**src/rtl/pattern_tx_pkg.sv**
```systemverilog
// Shared constants for the pattern transmitter: FSM state encoding,
// default sync pattern and counter sizing.
package pattern_tx_pkg;

    typedef enum logic [1:0] {
        ST_IDLE = 2'b00,
        ST_PRE  = 2'b01,
        ST_PAY  = 2'b10,
        ST_GAP  = 2'b11
    } state_t;

    localparam logic [3:0] DEFAULT_PREAMBLE = 4'b1010;
    localparam int         PREAMBLE_BITS    = 4;
    localparam int         CNT_W            = 4;

    // The counter holds "bits remaining after this one", so a phase of n bits loads n-1.
    function automatic logic [CNT_W-1:0] cnt_load(input int unsigned n);
        return CNT_W'(n - 1);
    endfunction

endpackage

```
**src/rtl/pattern_tx_if.sv**
```systemverilog
// Upstream word handshake into the pattern transmitter.
interface pattern_tx_if #(
    parameter int PAYLOAD_W = 8
);
    logic [PAYLOAD_W-1:0] data_in;
    logic                 data_valid;
    logic                 data_ready;

    modport master (
        output data_in,
        output data_valid,
        input  data_ready
    );

    modport slave (
        input  data_in,
        input  data_valid,
        output data_ready
    );
endinterface

```
**src/rtl/piso_shift.sv**
```systemverilog
// Parallel-in serial-out shifter: load has priority, shifts toward the MSB,
// msb is a direct register tap so it is glitch-free.
module piso_shift #(
    parameter int WIDTH = 8
) (
    input  logic             clk,
    input  logic             rst,
    input  logic             load,
    input  logic             shift,
    input  logic [WIDTH-1:0] din,
    output logic             msb
);

    logic [WIDTH-1:0] r_sr;
    logic [WIDTH-1:0] w_shifted;

    generate
        for (genvar gi = 0; gi < WIDTH; gi++) begin : g_shift
            if (gi == 0) begin : g_lsb
                assign w_shifted[gi] = 1'b0;
            end else begin : g_bit
                assign w_shifted[gi] = r_sr[gi-1];
            end
        end
    endgenerate

    always_ff @(posedge clk) begin
        if (rst) begin
            r_sr <= '0;
        end else if (load) begin
            r_sr <= din;
        end else if (shift) begin
            r_sr <= w_shifted;
        end
    end

    assign msb = r_sr[WIDTH-1];

endmodule

```
**src/rtl/pattern_tx.sv**
```systemverilog
// Framed serial transmitter: preamble, MSB-first payload, then a low gap.
// cst and x_out change on the same edge, so the line bit always matches the shown state.
module pattern_tx
    import pattern_tx_pkg::*;
#(
    parameter int         PAYLOAD_W  = 8,
    parameter int         GAP_CYCLES = 2,
    parameter logic [3:0] PREAMBLE   = DEFAULT_PREAMBLE
) (
    input  logic         clk,
    input  logic         rst,
    pattern_tx_if.slave  s_if,
    output logic         x_out,
    output logic         busy,
    output logic         frame_done,
    output logic [1:0]   cst
);

    localparam logic [CNT_W-1:0] PRE_LOAD = cnt_load(PREAMBLE_BITS);
    localparam logic [CNT_W-1:0] PAY_LOAD = cnt_load(PAYLOAD_W);
    localparam logic [CNT_W-1:0] GAP_LOAD = cnt_load(GAP_CYCLES);

    state_t           r_cst;
    state_t           w_cst_next;
    logic [CNT_W-1:0] r_cnt;
    logic [CNT_W-1:0] w_cnt_next;
    logic [CNT_W-1:0] w_cnt_dec;
    logic             r_x_out;
    logic             w_x_next;
    logic             r_frame_done;
    logic             w_done_next;
    logic             w_accept;
    logic             w_load;
    logic             w_shift;
    logic             w_msb;

    assign s_if.data_ready = (r_cst == ST_IDLE) && !rst;
    assign busy            = (r_cst != ST_IDLE) && !rst;
    assign w_accept        = s_if.data_valid && s_if.data_ready;
    assign w_cnt_dec       = r_cnt - CNT_W'(1);

    piso_shift #(
        .WIDTH (PAYLOAD_W)
    ) u_piso (
        .clk   (clk),
        .rst   (rst),
        .load  (w_load),
        .shift (w_shift),
        .din   (s_if.data_in),
        .msb   (w_msb)
    );

    always_ff @(posedge clk) begin
        if (rst) begin
            r_cst        <= ST_IDLE;
            r_cnt        <= '0;
            r_x_out      <= 1'b0;
            r_frame_done <= 1'b0;
        end else begin
            r_cst        <= w_cst_next;
            r_cnt        <= w_cnt_next;
            r_x_out      <= w_x_next;
            r_frame_done <= w_done_next;
        end
    end

    // Outputs are computed for the state being entered, so the bit registered
    // here is the one that belongs to the next cycle's state.
    always_comb begin
        w_cst_next  = r_cst;
        w_cnt_next  = r_cnt;
        w_x_next    = 1'b0;
        w_done_next = 1'b0;
        w_load      = 1'b0;
        w_shift     = 1'b0;
        case (r_cst)
            ST_IDLE: begin
                if (w_accept) begin
                    w_cst_next = ST_PRE;
                    w_cnt_next = PRE_LOAD;
                    w_x_next   = PREAMBLE[PREAMBLE_BITS-1];
                    w_load     = 1'b1;
                end
            end
            ST_PRE: begin
                if (r_cnt != '0) begin
                    w_cnt_next = w_cnt_dec;
                    w_x_next   = PREAMBLE[w_cnt_dec[1:0]];
                end else begin
                    w_cst_next  = ST_PAY;
                    w_cnt_next  = PAY_LOAD;
                    w_x_next    = w_msb;
                    w_shift     = 1'b1;
                    w_done_next = (PAY_LOAD == '0);
                end
            end
            ST_PAY: begin
                if (r_cnt != '0) begin
                    w_cnt_next  = w_cnt_dec;
                    w_x_next    = w_msb;
                    w_shift     = 1'b1;
                    w_done_next = (w_cnt_dec == '0);
                end else begin
                    w_cst_next = ST_GAP;
                    w_cnt_next = GAP_LOAD;
                end
            end
            ST_GAP: begin
                if (r_cnt != '0) begin
                    w_cnt_next = w_cnt_dec;
                end else begin
                    w_cst_next = ST_IDLE;
                    w_cnt_next = '0;
                end
            end
            default: begin
                w_cst_next = ST_IDLE;
                w_cnt_next = '0;
            end
        endcase
    end

    assign x_out      = r_x_out;
    assign frame_done = r_frame_done;
    assign cst        = r_cst;

endmodule

```
**src/flat_wrapper.sv**
```systemverilog
// flat-port wrapper written by rule: the top's interface ports become plain ports
module pattern_tx_flat import pattern_tx_pkg::*;
#(
    parameter int         PAYLOAD_W  = 8,
    parameter int         GAP_CYCLES = 2,
    parameter logic [3:0] PREAMBLE   = DEFAULT_PREAMBLE
)
  (clk, rst, x_out, busy, frame_done, cst, s_if_data_in, s_if_data_valid, s_if_data_ready);
  pattern_tx_if #(.PAYLOAD_W(PAYLOAD_W)) s_if_i ();
  input  logic clk;
  input  logic rst;
  output logic x_out;
  output logic busy;
  output logic frame_done;
  output logic [1:0] cst;
  input wire logic [$bits(s_if_i.data_in)-1:0] s_if_data_in;
  input wire logic [$bits(s_if_i.data_valid)-1:0] s_if_data_valid;
  output wire logic [$bits(s_if_i.data_ready)-1:0] s_if_data_ready;
  assign s_if_i.data_in = s_if_data_in;
  assign s_if_i.data_valid = s_if_data_valid;
  assign s_if_data_ready = s_if_i.data_ready;
  pattern_tx #(.PAYLOAD_W(PAYLOAD_W), .GAP_CYCLES(GAP_CYCLES), .PREAMBLE(PREAMBLE)) u_core (.clk(clk), .rst(rst), .s_if(s_if_i), .x_out(x_out), .busy(busy), .frame_done(frame_done), .cst(cst));
endmodule
```
**config.mk**
```make
export PLATFORM = sky130hd
export DESIGN_NAME = pattern_tx_flat
export DESIGN_NICKNAME = d
export VERILOG_FILES = /design/src/rtl/pattern_tx_pkg.sv /design/src/rtl/pattern_tx_if.sv /design/src/rtl/piso_shift.sv /design/src/rtl/pattern_tx.sv /design/src/flat_wrapper.sv
export SDC_FILE = /design/constraint.sdc
export NUM_CORES = 1
export LEC_CHECK = 0
export CORE_MARGIN = 10
export CORE_UTILIZATION = 28
export DETAILED_ROUTE_END_ITERATION = 10
export SETUP_SLACK_MARGIN = 0.05
export SLEW_MARGIN = 20
export SYNTH_ARGS = -nofsm -noshare
export SYNTH_HDL_FRONTEND = slang
export SYNTH_HIERARCHICAL = 1
export SYNTH_SLANG_ARGS = --single-unit
```
**constraint.sdc**
```tcl
create_clock -name clk -period 2.68 [get_ports clk]
set_clock_uncertainty 0.15 [all_clocks]
set_input_delay 0.402 -clock clk [delete_from_list [all_inputs] [get_ports clk]]
set_output_delay 0.402 -clock clk [all_outputs]
set_load 0.01 [all_outputs]
```
[Word-level counts from Yosys, hierarchy flattened]
Index checks and enable logic that the tools add are counted.
Word-level totals
  output and inout bits: 6
  input bits: 11
  word-level logic and storage cells: 49
  flip-flop bits (word level): 16
Cells by class
  equality and inequality tests: 7
  reduce and logical (&&, ||, !) cells: 11
  magnitude comparators: 1
  bitwise logic cells: 2
  $add $sub $neg: 1
  muxes and demuxes: 22
Operators with widths (number)
  $mux W4: 4
  $mux W8: 2
  $pmux W4 S4: 1
  $mux W2: 4
  $pmux W2 S4: 1
  $mux W1: 7
  $ne A2 B2 Y1 const B: 3
  $eq A2 B2 Y1 const B: 2
  $logic_not A4 Y1: 1
  $reduce_and A4 Y1: 1
  $reduce_bool A2 Y1: 2
  $reduce_bool A4 Y1: 1
  $sub A4 B1 Y4 const B: 1
  $logic_and A1 B1 Y1: 3
  $lt A2 B3 Y1 const B: 1
  $pmux W1 S3: 1
  $reduce_or A3 Y1: 1
  $bmux W1 S2: 1
  $eq A2 B1 Y1 const B: 1
  $logic_not A2 Y1: 1
  $ne A2 B1 Y1 const B: 1
  $not A1 Y1: 2
  $pmux W1 S2: 1
  $logic_not A1 Y1: 1

[Longest topological paths before layout]
  word-level depth: 6
  gate-level depth with buffers: 8
  depth with buffers taken out: 7

[Cells and area by module]
The synthesis kept the hierarchy.
Modules (own cells, without submodules)
  pattern_tx: instances 1, cells an instance 70, area an instance 628.1 um2, seq. area each 160.2 um2
  piso_shift: instances 1, cells an instance 35, area an instance 369.1 um2, seq. area each 160.2 um2

[Worst setup path after synthesis]
No wires, ideal clock.
  kind: register -> register
  start point: reg u_core.r_cst[0] (netlist: u_core/cst[0])
  end point: reg u_core.u_piso.r_sr[0]
  data required time: 2460 ps
  stages on the path, launching flop included: 8
  library setup time: 70 ps
  buffers on the path: 1
  data arrival time: 1777 ps
  slack: 683 ps
  period minus slack after synthesis: 1997 ps
  cell sequence: dfxtp_1 > inv_1 > ha_1 > buf_4 > nor2b_1 > and2_1 > or3b_1 > a21oi_1
Between the ends
  longest elaborated chain between the ends: 6
  elaborated cells on any way between the ends: 10
  those cells by class: 2 x eq/ne; 4 x mux; 4 x reduce/logical
RTL lines
  start: declaration: RTL line pattern_tx.sv:23  | state_t r_cst;
  start signal: assignment: RTL line pattern_tx.sv:60  | r_cst <= w_cst_next;
  $logic_not A2 Y1 (*): RTL line pattern_tx.sv:37  | assign s_if.data_ready = (r_cst == ST_IDLE) && !rst;
  $logic_and A1 B1 Y1 (*): RTL line pattern_tx.sv:37
  named net s_if_data_ready: RTL line flat_wrapper.sv:18  | output wire logic [$bits(s_if_i.data_ready)-1:0] s_if_data_ready;
  $logic_and A1 B1 Y1 (*): RTL line pattern_tx.sv:39  | assign w_accept = s_if.data_valid && s_if.data_ready;
  $mux W1 (*): RTL line pattern_tx.sv:78  | if (w_accept) begin
  $mux W1 (*): RTL line pattern_tx.sv:76  | case (r_cst)
  named net u_core.w_load: RTL line pattern_tx.sv:33  | logic w_load;
  $mux W8 or $reduce_bool A2 Y1 (tied branches)
  end signal: assignment: RTL line piso_shift.sv:31  | r_sr <= din;
  end signal: assignment: RTL line piso_shift.sv:33  | r_sr <= w_shifted;
  end: declaration: RTL line piso_shift.sv:14  | logic [WIDTH-1:0] r_sr;
The timed path passes the listed nets; every way through them passes the cells marked *.
A chain may end at the register's enable or synchronous reset.

[Worst setup path in the final report]
  start point: reg u_core.r_cst[0] (netlist: u_core/cst[0])
  end point: out s_if_data_ready
Between the ends
  longest elaborated chain between the ends: 2
RTL lines (RTL line)
  $logic_not A2 Y1: pattern_tx.sv:37
  $logic_and A1 B1 Y1: pattern_tx.sv:37
  end: declaration: flat_wrapper.sv:18
No other way between the ends.

==> impl_metrics.py <==
metrics = {
    "logic_synthesis": {
        "yosysSeqAreaShare_pct": 32.12,
        "synthArstFlopShare_pct": 0,
        "syn-num-nets": 124,
        "netlist.area_leader.share_pct": 32.12,
        "syn_area_per_cell_um2": 9.497,
        "ys_top_cells_by_count": "dfxtp_1 (16), a211oi_1 (11), mux2i_1 (9)",
        "synth-xor-area-share_pct": 1.757,
        "yosys_warnings": 6,
        "synth_ff_type": "dfxtp_1",
        "synth_edf_count": 0,
        "synth-compound-area-share_pct": 18.19,
        "synth_area_leader_cell": "dfxtp_1",
        "yosysMostFrequentCell": "dfxtp_1",
        "ys_types": 36,
        "synthAdderAreaFrac_pct": 10.04,
        "synth-simple-area-share_pct": 23.21,
        "muxShareOfSynthArea_pct": 9.034,
        "netlist_top_cells_area": "dfxtp_1 (32%), ha_1 (10%), mux2i_1 (9.0%)",
        "synth_area_um2": 997.2,
        "synth_top_family_by_area": "simple AND/OR/NAND/NOR gates",
        "synth_seq_cells": 16,
        "synthCells": 105,
    },
    "route": {
        "drc": 0,
        "vias": 807,
        "postRouteAntennaNets": 0,
        "wl_mm": 2.263,
        "drt_iter0_markers": 82,
        "drt_pre_antenna_iters": 4,
        "via_per_inst": 4.775,
        "wire_per_inst_um": 13.39,
    },
    "floorplan": {
        "design.core.area_um2": 3390,
        "die-area_um2": 6348,
        "die_x_um": 79.68,
        "chipHeight_um": 79.68,
        "start_util_pct": 29.42,
        "ioPinCount": 17,
        "placementRows": 21,
    },
    "place": {
        "place_area_um2": 1196,
        "dp.cells": 165,
        "dp_hpwl_mm": 1.715,
        "gp_congestion": 0.8126,
        "portBuffers": 16,
    },
    "outcome": {
        "status": "completed",
    },
    "critical_path": {
        "cp_max_fo": 9,
        "endpoint_kind": "output port",
        "crit_buf_inv": 2,
        "worst_setup_path_start_kind": "flip-flop",
        "cp-startpoint": "u_core/cst[0]",
        "cp_top_family": "buffers and inverters",
        "crit_arrival_ns": 1.94,
        "reg2reg_from": "u_core/r_cnt[0]",
        "max_stage_delay_ns": 0.55,
        "cp_cell_sequence": "inv_1 > ha_1 > nor2b_1 > clkdlybuf4s50_1",
        "worstPathRequired_ns": 2.13,
        "criticalPathCategory": "flip-flop to output port",
        "cp_slowest_cell": "clkdlybuf4s50_1",
    },
    "sta": {
        "final.setup.tns_ns": 0,
        "tightest_slew_ns": 0.3586,
        "finalCritPeriodShare_pct": 92.84,
        "max-slew-margin-rel_pct": 75.47,
        "drv_slew": 0,
        "finalHoldViolations": 0,
        "min_period_ns": 2.488,
        "fmax_mhz": 401.9,
        "rsz0062_at_grt": "false",
        "finalSetupViolCount": 0,
    },
    "finish": {
        "postLayoutCellArea_um2": 1232,
        "area_growth_pct": 23.59,
        "fill_cells": 353,
        "multi_input_area_um2": 620.6,
        "n_antenna_cell": 0,
        "fin_cells": 169,
        "drive_above_1_share_pct": 7.317,
        "nNetsFinal": 143,
        "final_util_pct": 36.36,
        "seq_area_um2": 320.3,
    },
    "global_route": {
        "track_usage_pct": 7.661,
        "antenna_found_initial": 0,
        "grt_pass1_vias": 865,
        "grt_max_degree": 14,
        "grt_pass1_wl_mm": 3.933,
        "overflow": 0,
    },
    "clock_network": {
        "cts_buffers": 3,
        "post_cts_buffers": 0,
        "tritoncts": "yes",
        "clk_pin_slew_ns": 0.10,
        "cts_resized": 0,
        "clock_path_buffers": 2,
        "cts_hold_buf": 0,
        "cts_sinks": 16,
        "insertion_delay_ns": 0.29,
        "cts_root_buf": "clkbuf_4",
        "cts_max_level": 1,
    },
    "power": {
        "clockPowerShare_pct": 15.0,
        "p_comb_share_pct": 53.2,
        "power_leakage_nw": 0.4842,
        "switching_share_pct": 40.24,
        "irDropWorstVdd_mv": 0.2160,
        "p_switching_mw": 0.4376,
        "power_density_nw_per_um2": 882.3,
        "p_int_mw": 0.6499,
        "p_seq_share_pct": 31.8,
        "report.power.total_mw": 1.087,
    },
    "worst_hold_path": {
        "worst_hold_startpoint": "u_core/r_cnt[1]",
        "holdCritPathClass": "flip-flop to flip-flop",
    },
    "run": {
        "drv_cap": 0,
    },
}
## sequential cells by signal (all words and copies together), names as in the netlist
name                flops
u_core/r_cnt            4
u_core/x_out            1
u_core/frame_done       1
u_core/u_piso/r_sr      8
u_core/cst              2
## layer usage
layer	vias up	global-route usage [%]	part of all wire, %
li1	413	-	-
met2	20	12.54	49
met1	372	8.601	43
met4	0	5.376	1.4
met3	2	1.689	6.5
met5	-	0	0
## final cells by class
class | count | area share [%]
multi-input cells | 79 | 50.36
inverters | 6 | 1.827
clock buffers | 4 | 2.944
flip-flops and latches | 16 | 25.99
repair buffers | 18 | 14.21
well taps | 46 | 4.670
## layout by cell type, fill, tap and decap left out, types with 5 or more instances in the layout
master	instances
nand2b_1	7
a211oi_1	11
clkdlybuf4s50_1	16
nor2_1	5
nand2_1	5
nor2b_1	8
dfxtp_1	16
inv_1	6
mux2i_1	9
ha_1	8
## cell families after synthesis
group | after synthesis
xor+xnor | 2
compound gates | 23
mux | 9
buf+inv | 10
simple gates | 37
fa+ha+maj | 8
flops | 16
## path summary, 6_finish.rpt
path / to / slack [ns] / cells past startpoint
worst max-delay path: s_if_data_ready / 0.19 / 4
worst min-delay path: u_core/r_cnt[1] / 0.40 / 2
worst min register to register: u_core/r_cnt[1] / 0.40 / 2
worst max register to register: u_core/u_piso/r_sr[0] / 0.46 / 7
## power by group through the flow
stage	clock [mW]	sequential [mW]	combinational, mW
floorplan	0	0.347	0.437
global placement	0	0.348	0.567
detailed placement	0	0.352	0.573
CTS	0.170	0.346	0.580
global route	0.180	0.356	0.643
finish	0.163	0.346	0.579
## stage by stage
step	hold slack, ns	setup WS, ns
5_1_grt	0.4033	0.06654
3_3_place_gp	0.3612	0.5286
2_1_floorplan	0.3407	0.6833
3_5_place_dp	0.3752	0.4935
4_1_cts	0.3889	0.1702
6_report	0.3951	0.1918
## worst min-delay path, cell delays in order, from the launching register on
cell and delay (ns):
dfxtp_1 0.33, nor2_1 0.12, a211oi_1 0.06
(Power assumes the default switching activity.)
